**src/rtl/keypad_scan16_if.sv**
```systemverilog
`default_nettype none
// +----------------------------------------------------------------------+
// | keypad_scan16_if : keypad matrix pins and the CPU-facing entry word   |
// | Rev 1.0                                                              |
// +----------------------------------------------------------------------+
interface keypad_scan16_if;
   logic [3:0]  keyCol;
   logic        clear;
   logic [3:0]  keyRow;
   logic [31:0] keyData;
   logic [3:0]  keyCode;
   logic        keyValid;

   modport master (
      output keyCol,
      output clear,
      input  keyRow,
      input  keyData,
      input  keyCode,
      input  keyValid
   );

   modport slave (
      input  keyCol,
      input  clear,
      output keyRow,
      output keyData,
      output keyCode,
      output keyValid
   );
endinterface
`default_nettype wire

```
**src/rtl/keypad_scan16.sv**
```systemverilog
`default_nettype none
// +----------------------------------------------------------------------+
// | keypad_scan16 : 4x4 hex keypad scanner, debouncer and digit shifter   |
// | Rev 1.0                                                              |
// +----------------------------------------------------------------------+
module keypad_scan16 #(
   parameter int SCAN_DIV       = 16384,
   parameter int DEBOUNCE_SCANS = 4
) (
   input  wire logic      CLK,
   input  wire logic      RST,
   keypad_scan16_if.slave kp
);
   localparam int               DIV_W     = (SCAN_DIV > 1) ? $clog2(SCAN_DIV) : 1;
   localparam logic [DIV_W-1:0] DIV_LAST  = DIV_W'(SCAN_DIV - 1);
   localparam logic [3:0]       DB_TARGET = 4'(DEBOUNCE_SCANS);

   typedef enum logic [1:0] {
      ST_SCAN     = 2'd0,
      ST_DEBOUNCE = 2'd1,
      ST_HELD     = 2'd2
   } state_t;

   state_t           state_q, state_d;
   logic [3:0]       sync1_q;
   logic [3:0]       col_s_q;
   logic [DIV_W-1:0] div_q;
   logic [3:0]       row_q, row_d;
   logic [1:0]       col_idx_q, col_idx_d;
   logic [3:0]       db_cnt_q, db_cnt_d;
   logic [3:0]       rel_cnt_q, rel_cnt_d;
   logic [31:0]      data_q, data_d;
   logic [3:0]       code_q, code_d;
   logic             valid_q;

   logic             tick;
   logic             single;
   logic [1:0]       col_now;
   logic [1:0]       row_idx;
   logic [3:0]       row_next;
   logic [3:0]       db_inc;
   logic [3:0]       rel_inc;
   logic             accept;
   logic [1:0]       accept_col;
   logic [3:0]       code_new;

   assign tick     = (div_q == DIV_LAST);
   assign row_next = {row_q[2:0], row_q[3]};
   assign db_inc   = db_cnt_q + 4'd1;
   assign rel_inc  = rel_cnt_q + 4'd1;
   assign code_new = {row_idx, accept_col};

   // A sample counts as a press only when exactly one column is pulled low.
   always_comb begin
      single  = 1'b1;
      col_now = 2'd0;
      case (col_s_q)
         4'b1110: col_now = 2'd0;
         4'b1101: col_now = 2'd1;
         4'b1011: col_now = 2'd2;
         4'b0111: col_now = 2'd3;
         default: single  = 1'b0;
      endcase
   end

   always_comb begin
      row_idx = 2'd0;
      case (row_q)
         4'b1101: row_idx = 2'd1;
         4'b1011: row_idx = 2'd2;
         4'b0111: row_idx = 2'd3;
         default: row_idx = 2'd0;
      endcase
   end

   always_comb begin
      state_d    = state_q;
      row_d      = row_q;
      col_idx_d  = col_idx_q;
      db_cnt_d   = db_cnt_q;
      rel_cnt_d  = rel_cnt_q;
      accept     = 1'b0;
      accept_col = col_idx_q;
      if (tick) begin
         case (state_q)
            ST_SCAN: begin
               if (single) begin
                  col_idx_d = col_now;
                  db_cnt_d  = 4'd1;
                  if (DB_TARGET == 4'd1) begin
                     accept     = 1'b1;
                     accept_col = col_now;
                     rel_cnt_d  = 4'd0;
                     state_d    = ST_HELD;
                  end else begin
                     state_d = ST_DEBOUNCE;
                  end
               end else begin
                  row_d = row_next;
               end
            end
            ST_DEBOUNCE: begin
               if (single && (col_now == col_idx_q)) begin
                  db_cnt_d = db_inc;
                  if (db_inc == DB_TARGET) begin
                     accept    = 1'b1;
                     rel_cnt_d = 4'd0;
                     state_d   = ST_HELD;
                  end
               end else begin
                  row_d   = row_next;
                  state_d = ST_SCAN;
               end
            end
            ST_HELD: begin
               if (col_s_q == 4'b1111) begin
                  if (rel_inc == DB_TARGET) begin
                     rel_cnt_d = 4'd0;
                     row_d     = row_next;
                     state_d   = ST_SCAN;
                  end else begin
                     rel_cnt_d = rel_inc;
                  end
               end else begin
                  rel_cnt_d = 4'd0;
               end
            end
            default: state_d = ST_SCAN;
         endcase
      end
   end

   // A coincident clear wins over the old digits but not over the new one.
   always_comb begin
      data_d = data_q;
      code_d = code_q;
      if (accept) begin
         code_d = code_new;
         data_d = kp.clear ? {28'h0, code_new} : {data_q[27:0], code_new};
      end else if (kp.clear) begin
         data_d = 32'h0;
      end
   end

   always_ff @(posedge CLK) begin
      if (RST) begin
         sync1_q   <= 4'b1111;
         col_s_q   <= 4'b1111;
         div_q     <= '0;
         state_q   <= ST_SCAN;
         row_q     <= 4'b1110;
         col_idx_q <= 2'd0;
         db_cnt_q  <= 4'd0;
         rel_cnt_q <= 4'd0;
         data_q    <= 32'h0;
         code_q    <= 4'h0;
         valid_q   <= 1'b0;
      end else begin
         sync1_q   <= kp.keyCol;
         col_s_q   <= sync1_q;
         div_q     <= tick ? '0 : div_q + DIV_W'(1);
         state_q   <= state_d;
         row_q     <= row_d;
         col_idx_q <= col_idx_d;
         db_cnt_q  <= db_cnt_d;
         rel_cnt_q <= rel_cnt_d;
         data_q    <= data_d;
         code_q    <= code_d;
         valid_q   <= accept;
      end
   end

   assign kp.keyRow   = row_q;
   assign kp.keyData  = data_q;
   assign kp.keyCode  = code_q;
   assign kp.keyValid = valid_q;
endmodule
`default_nettype wire

```
**src/flat_wrapper.sv**
```systemverilog
// flat-port wrapper written by rule: the top's interface ports become plain ports
module keypad_scan16_flat 
#(
   parameter int SCAN_DIV       = 16384,
   parameter int DEBOUNCE_SCANS = 4
)
  (CLK, RST, kp_keyCol, kp_clear, kp_keyRow, kp_keyData, kp_keyCode, kp_keyValid);
  keypad_scan16_if kp_i ();
  input  wire logic CLK;
  input  wire logic RST;
  input wire logic [$bits(kp_i.keyCol)-1:0] kp_keyCol;
  input wire logic [$bits(kp_i.clear)-1:0] kp_clear;
  output wire logic [$bits(kp_i.keyRow)-1:0] kp_keyRow;
  output wire logic [$bits(kp_i.keyData)-1:0] kp_keyData;
  output wire logic [$bits(kp_i.keyCode)-1:0] kp_keyCode;
  output wire logic [$bits(kp_i.keyValid)-1:0] kp_keyValid;
  assign kp_i.keyCol = kp_keyCol;
  assign kp_i.clear = kp_clear;
  assign kp_keyRow = kp_i.keyRow;
  assign kp_keyData = kp_i.keyData;
  assign kp_keyCode = kp_i.keyCode;
  assign kp_keyValid = kp_i.keyValid;
  keypad_scan16 #(.SCAN_DIV(SCAN_DIV), .DEBOUNCE_SCANS(DEBOUNCE_SCANS)) u_core (.CLK(CLK), .RST(RST), .kp(kp_i));
endmodule
```
**config.mk**
```make
export PLATFORM = sky130hd
export DESIGN_NAME = keypad_scan16_flat
export DESIGN_NICKNAME = d
export VERILOG_FILES = /design/src/rtl/keypad_scan16_if.sv /design/src/rtl/keypad_scan16.sv /design/src/flat_wrapper.sv
export SDC_FILE = /design/constraint.sdc
export NUM_CORES = 1
export LEC_CHECK = 0
export ABC_AREA = 1
export BUFFER_PORTS_ARGS = -buffer_cell sky130_fd_sc_hd__buf_2
export CAP_MARGIN = 20
export CORE_MARGIN = 1
export CORE_UTILIZATION = 50
export CTS_CLUSTER_SIZE = 20
export DETAILED_ROUTE_END_ITERATION = 8
export GPL_TIMING_DRIVEN = 0
export PLACE_DENSITY = 0.71
export SYNTH_ARGS = -nofsm -noshare
export SYNTH_HDL_FRONTEND = slang
export SYNTH_SLANG_ARGS = --single-unit
```
**constraint.sdc**
```tcl
create_clock -name CLK -period 2.6 [get_ports CLK]
set_input_delay 0.26 -clock CLK [delete_from_list [all_inputs] [get_ports CLK]]
set_output_delay 0.26 -clock CLK [all_outputs]
set_load 0.05 [all_outputs]
```
# After elaboration in Yosys (flattened, before gate mapping)
# Cells that the tools add are included.
[classes]
eq_ne = 22
n_addsub = 3
n_mux = 29
reduce_logical = 13
[op_table]
columns = ["operator", "count"]
rows = [
  ["$mux 32", 3],
  ["$mux 4", 10],
  ["$eq 4x4->1 const B", 6],
  ["$pmux 2 s3", 3],
  ["$eq 4x3->1 const B", 4],
  ["$pmux 4 s2", 2],
  ["$add 14x1->14 const B", 1],
  ["$eq 14x14->1 const B", 1],
  ["$pmux 4 s3", 1],
  ["$mux 2", 5],
  ["$ne 2x1->1 const B", 5],
  ["$add 4x1->4 const B", 2],
  ["$reduce_and 4->1", 2],
  ["$reduce_and 6->1", 1],
  ["$reduce_bool 2->1", 3],
  ["$mux 1", 5],
  ["$reduce_and 5->1", 1],
  ["$ne 2x2->1 const B", 2],
  ["$reduce_or 4->1", 1],
  ["$ne 3x3->1 const B", 1],
  ["$reduce_and 3->1", 1],
  ["$reduce_bool 3->1", 1],
  ["$eq 2x1->1 const B", 1],
  ["$eq 2x2->1", 1],
  ["other kinds (4)", 4],
]
[word_totals]
wordCells = 78
register_bits = 75
in_bits = 7
out_inout_bits = 41

# Longest topological paths before layout
[logic_depth]
ltp_word = 8
ltp_mapped = 13
ltp_nobuf = 13

# Least setup slack after synthesis
# Ideal clock, no wire load.
[synth_path]
path_type = "flip-flop to flip-flop"
from = "reg u_core.div_q[0]"
to = "reg u_core.data_q[25] (netlist: u_core.kp.keyData[25])"
path_slack_ps = 885
required_ps = 2486
setup_time_ps = 114
arrival_ps = 1601
period_less_slack_ps = 1715
stages_incl_launch_ff = 11
n_path_buf = 2
cell_sequence = "dfxtp_1 > ha_1 > nand3_2 > nor2_4 > nand4_4 > nor2_4 > nand3_2 > buf_6 > buf_6 > o21ai_1 > nor2_1"
[synth_via]
elab_chain_cells = 3
word_cells_on_any_way = 4
classes_between = "eq/ne: 1; mux: 2; reduce/logical: 1"
[synth_lines]
columns = ["element", "line", "text"]
rows = [
  ["start, declared", "keypad_scan16.sv:27", "logic [DIV_W-1:0] div_q;"],
  ["start signal, assigned", "keypad_scan16.sv:161", "div_q <= tick ? '0 : div_q + DIV_W'(1);"],
  ["$eq 14x14->1 (*)", "keypad_scan16.sv:47", "assign tick = (div_q == DIV_LAST);"],
  ["$mux 1 (*)", "keypad_scan16.sv:84", "if (tick) begin"],
  ["$mux 32 or $reduce_bool 2->1 (tied branches)", "-", ""],
  ["end signal, assigned", "keypad_scan16.sv:167", "data_q <= data_d;"],
  ["end, declared", "keypad_scan16.sv:32", "logic [31:0] data_q, data_d;"],
]
# Every way passes the cells marked *; elsewhere a longest branch is shown, timed or not.
# A chain may end at the register's enable or synchronous reset.

# Final worst setup path
[layout_path]
from = "reg u_core.div_q[0]"
to = "reg u_core.data_q[19] (netlist: u_core.kp.keyData[19])"
# The elaborated chain is that of the path after synthesis.

==> impl_metrics.csv <==
group,metric,value,unit
power_and_ir_drop,pwr-share-comb,0.037,
layout,drive_gt1_frac,0.1831,
cts,htree_levels,3,
cts,clkTransAtPathRegs,0.08,ns
sta,period_minus_slack,1.970,ns
power_and_ir_drop,power_density,568.1,nW/µm²
floorplanning,fp.dieW,83.79,µm
yosys,netlist_area,3344,µm²
drt,ant_nets,0,
global_routing,grt_usage,0.2092,
yosys,ys_types,30,
hold_path,hp-class,"input port to flop",
cts,cts-resized-gates,0,
sta,rsz0062_at_grt,"false",
worst_setup_path,criticalPathCategory,"flop to flop",
sta,setup_tns,0,ns
cts,clock-sinks,75,
sta,skew,0.01235,ns
cts,tritoncts,"yes",
drt,num_vias,2984,
floorplanning,start_util,0.5237,
placed_design,dp_hpwl,5.073,mm
drt,wl_per_cell,11.92,µm
layout,fill_cells,595,
floorplanning,dieArea,7020,µm²
worst_setup_path,critical-path-top-delay-family,"simple AND/OR/NAND/NOR gates",
yosys,synthCells,446,
sta,hold_viol,0,
global_routing,grt_pass1_vias,2714,
placed_design,gp_congestion,0.8207,
power_and_ir_drop,pwr-share-seq,0.526,
worst_setup_path,startpoint_type,"flop",
cts,cts_root_buf,"clkbuf_8",
drt,vias_per_cell,5.101,
worst_setup_path,worstPathMaxFanout,10,
global_routing,grt_antenna_before_repair,0,
yosys,synth_nets,461,
yosys,ys_warn_count,0,
cts,cts.hold.buffers_added,0,
floorplanning,die_h,83.79,µm
flow_run,maxCapViolations,0,
layout,layout_common_cells,"nand2_1 (96), dfxtp_1 (75), nor2_1 (51)",
sta,timing.fmax,507.6,MHz
yosys,synth_area_per_cell,7.499,µm²
yosys,ys_seq_area_frac,0.4489,
worst_setup_path,worstPathArrival,2.18,ns
yosys,synthFlopType,"dfxtp_1",
layout,multi_input_area,1559,µm²
status,status,"complete, no violations",
drt,routed_wl,6.975,mm
floorplanning,ios,48,
sta,maxSlewViolCount,0,
worst_setup_path,crit_path_top_delay_cell,"dfxtp_1",
drt,initialDrtViolationCount,118,
layout,final_common_cell,"nand2_1",
power_and_ir_drop,p_total,2.210,mW
yosys,yosys_register_bits,75,
cts,clk_path_buf_depth,2,
layout,layout.nets,519,
worst_setup_path,required,2.81,ns
global_routing,grt_overflow,0,
floorplanning,fp-row-count,29,
sta,relSlewSlack,0.6567,
power_and_ir_drop,internal_power,1.721,mW
yosys,synth-async-reset-ratio,0,
global_routing,grt_pass1_wl,11.92,mm
global_routing,grt_max_degree,14,
layout,utilization,0.6091,
worst_setup_path,crit_chain,"ha_1 > nand3_2 > nor2_4 > nand4_4 > nor2_4 > nand3_2 > buf_6 > buf_6 > nand3_1 > a21oi_1",
layout,regArea,1501,µm²
drt,drc,0,
yosys,synth_edf_count,0,
cts,cts_made_buffers,9,
cts,cts_setup_buffers,0,
floorplanning,core,6386,µm²
cts,clock_latency,0.34,ns
power_and_ir_drop,p_sw,0.4885,mW
drt,first_pass_iters,4,
worst_setup_path,slowest_delay,0.35,ns
worst_setup_path,endpoint_kind,"flop",
worst_setup_path,crit_buf_inv,2,
layout,n_antenna_cell,0,
power_and_ir_drop,pwr-share-clk,0.437,
sta,tightest_slew,0.5149,ns
placed_design,io_buffers,47,
sta,min_period_over_period,0.7577,
layout,area_delta_synth_final,16.31,%
power_and_ir_drop,switching_share,0.2211,
power_and_ir_drop,p_leak,1.754,nW
sta,setup_viol,0,
power_and_ir_drop,vdd_drop_max,445.6,µV
through the flow:
| step | setup WS [ns] | std cells | area, µm² | hold WS, ns |
|---|---|---|---|---|
| after floorplan | 0.8850 | 446 | 3344 | 0.3638 |
| after global placement | 0.6709 | 570 | 3676 | 0.3942 |
| after global routing | 0.3432 | 585 | 3890 | 0.08448 |
| after detailed placement | 0.6225 | 570 | 3676 | 0.3955 |
| final | 0.6301 | 585 | 3890 | 0.09881 |
| after CTS | 0.6135 | 585 | 3890 | 0.08260 |
metal layers:
layer | GRT usage | vias up | part of all wire
met5 | 0 | - | 0
met4 | 0.06934 | 0 | 0.010
met2 | 0.3466 | 58 | 0.48
met1 | 0.2559 | 1368 | 0.46
li1 | - | 1552 | -
met3 | 0.06825 | 6 | 0.047
power groups by stage:
stage | registers (mW) | logic, mW | clock network (mW)
after global placement | 1.19 | 0.0815 | 0
after global routing | 1.16 | 0.0951 | 1.04
final | 1.16 | 0.0827 | 0.965
after detailed placement | 1.19 | 0.0823 | 0
after CTS | 1.16 | 0.0832 | 0.990
after floorplan | 1.19 | 0.0600 | 0
Yosys cell counts (3+ instances only):
cell | instances | share of area
inv_1 | 45 | 0.051
nand2_1 | 96 | 0.11
nand4_1 | 19 | 0.036
dfxtp_1 | 75 | 0.45
nor3b_1 | 3 | 0.0067
ha_1 | 8 | 0.030
nand3_1 | 38 | 0.057
nand3_2 | 3 | 0.0090
a21oi_1 | 41 | 0.061
o21ai_0 | 9 | 0.013
or2_2 | 12 | 0.022
xnor2_1 | 3 | 0.0079
nor2_1 | 51 | 0.057
a21boi_1 | 6 | 0.013
buf_6 | 5 | 0.017
xor2_1 | 4 | 0.010
clkbuf_1 | 8 | 0.0090
cells by family (layout without fill, tap and decap cells):
kind of cell               count (synthesis)  in the layout  share of synthesized area
DFF                                       75             75                     0.4489
AOI/OAI and AO/OA                         62             62                     0.1006
xor gates and xnor gates                   7              7                    0.01833
adders and majority gates                  8              8                    0.02993
and+or+nand+nor                          230            230                     0.3172
buffers and inverters                     64            126                    0.08492
path summary, 6_finish.rpt:
path | end | from | cells past startpoint | slack (ns)
worst min-delay path | u_core.sync1_q[0] | kp_keyCol[0] | 2 | 0.1
worst max register to register | u_core.kp.keyData[19] | u_core.div_q[0] | 10 | 0.63
worst max-delay path | u_core.kp.keyData[19] | u_core.div_q[0] | 10 | 0.63
worst min register to register | u_core.col_s_q[2] | u_core.sync1_q[2] | 1 | 0.41
layout make-up:
type                            instances  area share
Tap cell                               77     0.02477
Buffer                                 18     0.02863
Multi-Input combinational cell        307      0.4008
Clock buffer                            9     0.03184
Sequential cell                        75      0.3860
Clock inverter                          6     0.02316
Inverter                               46     0.04439
Timing Repair Buffer                   47     0.06047
flip-flops by register name (all words and copies together) (netlist names):
signal	flops
u_core.rel_cnt_q	4
u_core.kp.keyCode	4
u_core.db_cnt_q	4
u_core.sync1_q	4
u_core.kp.keyRow	4
u_core.col_s_q	4
u_core.state_q	2
u_core.accept_col	2
u_core.kp.keyData	32
u_core.div_q	14
u_core.kp.keyValid	1
Note: power is estimated with default switching activity, not from simulation.
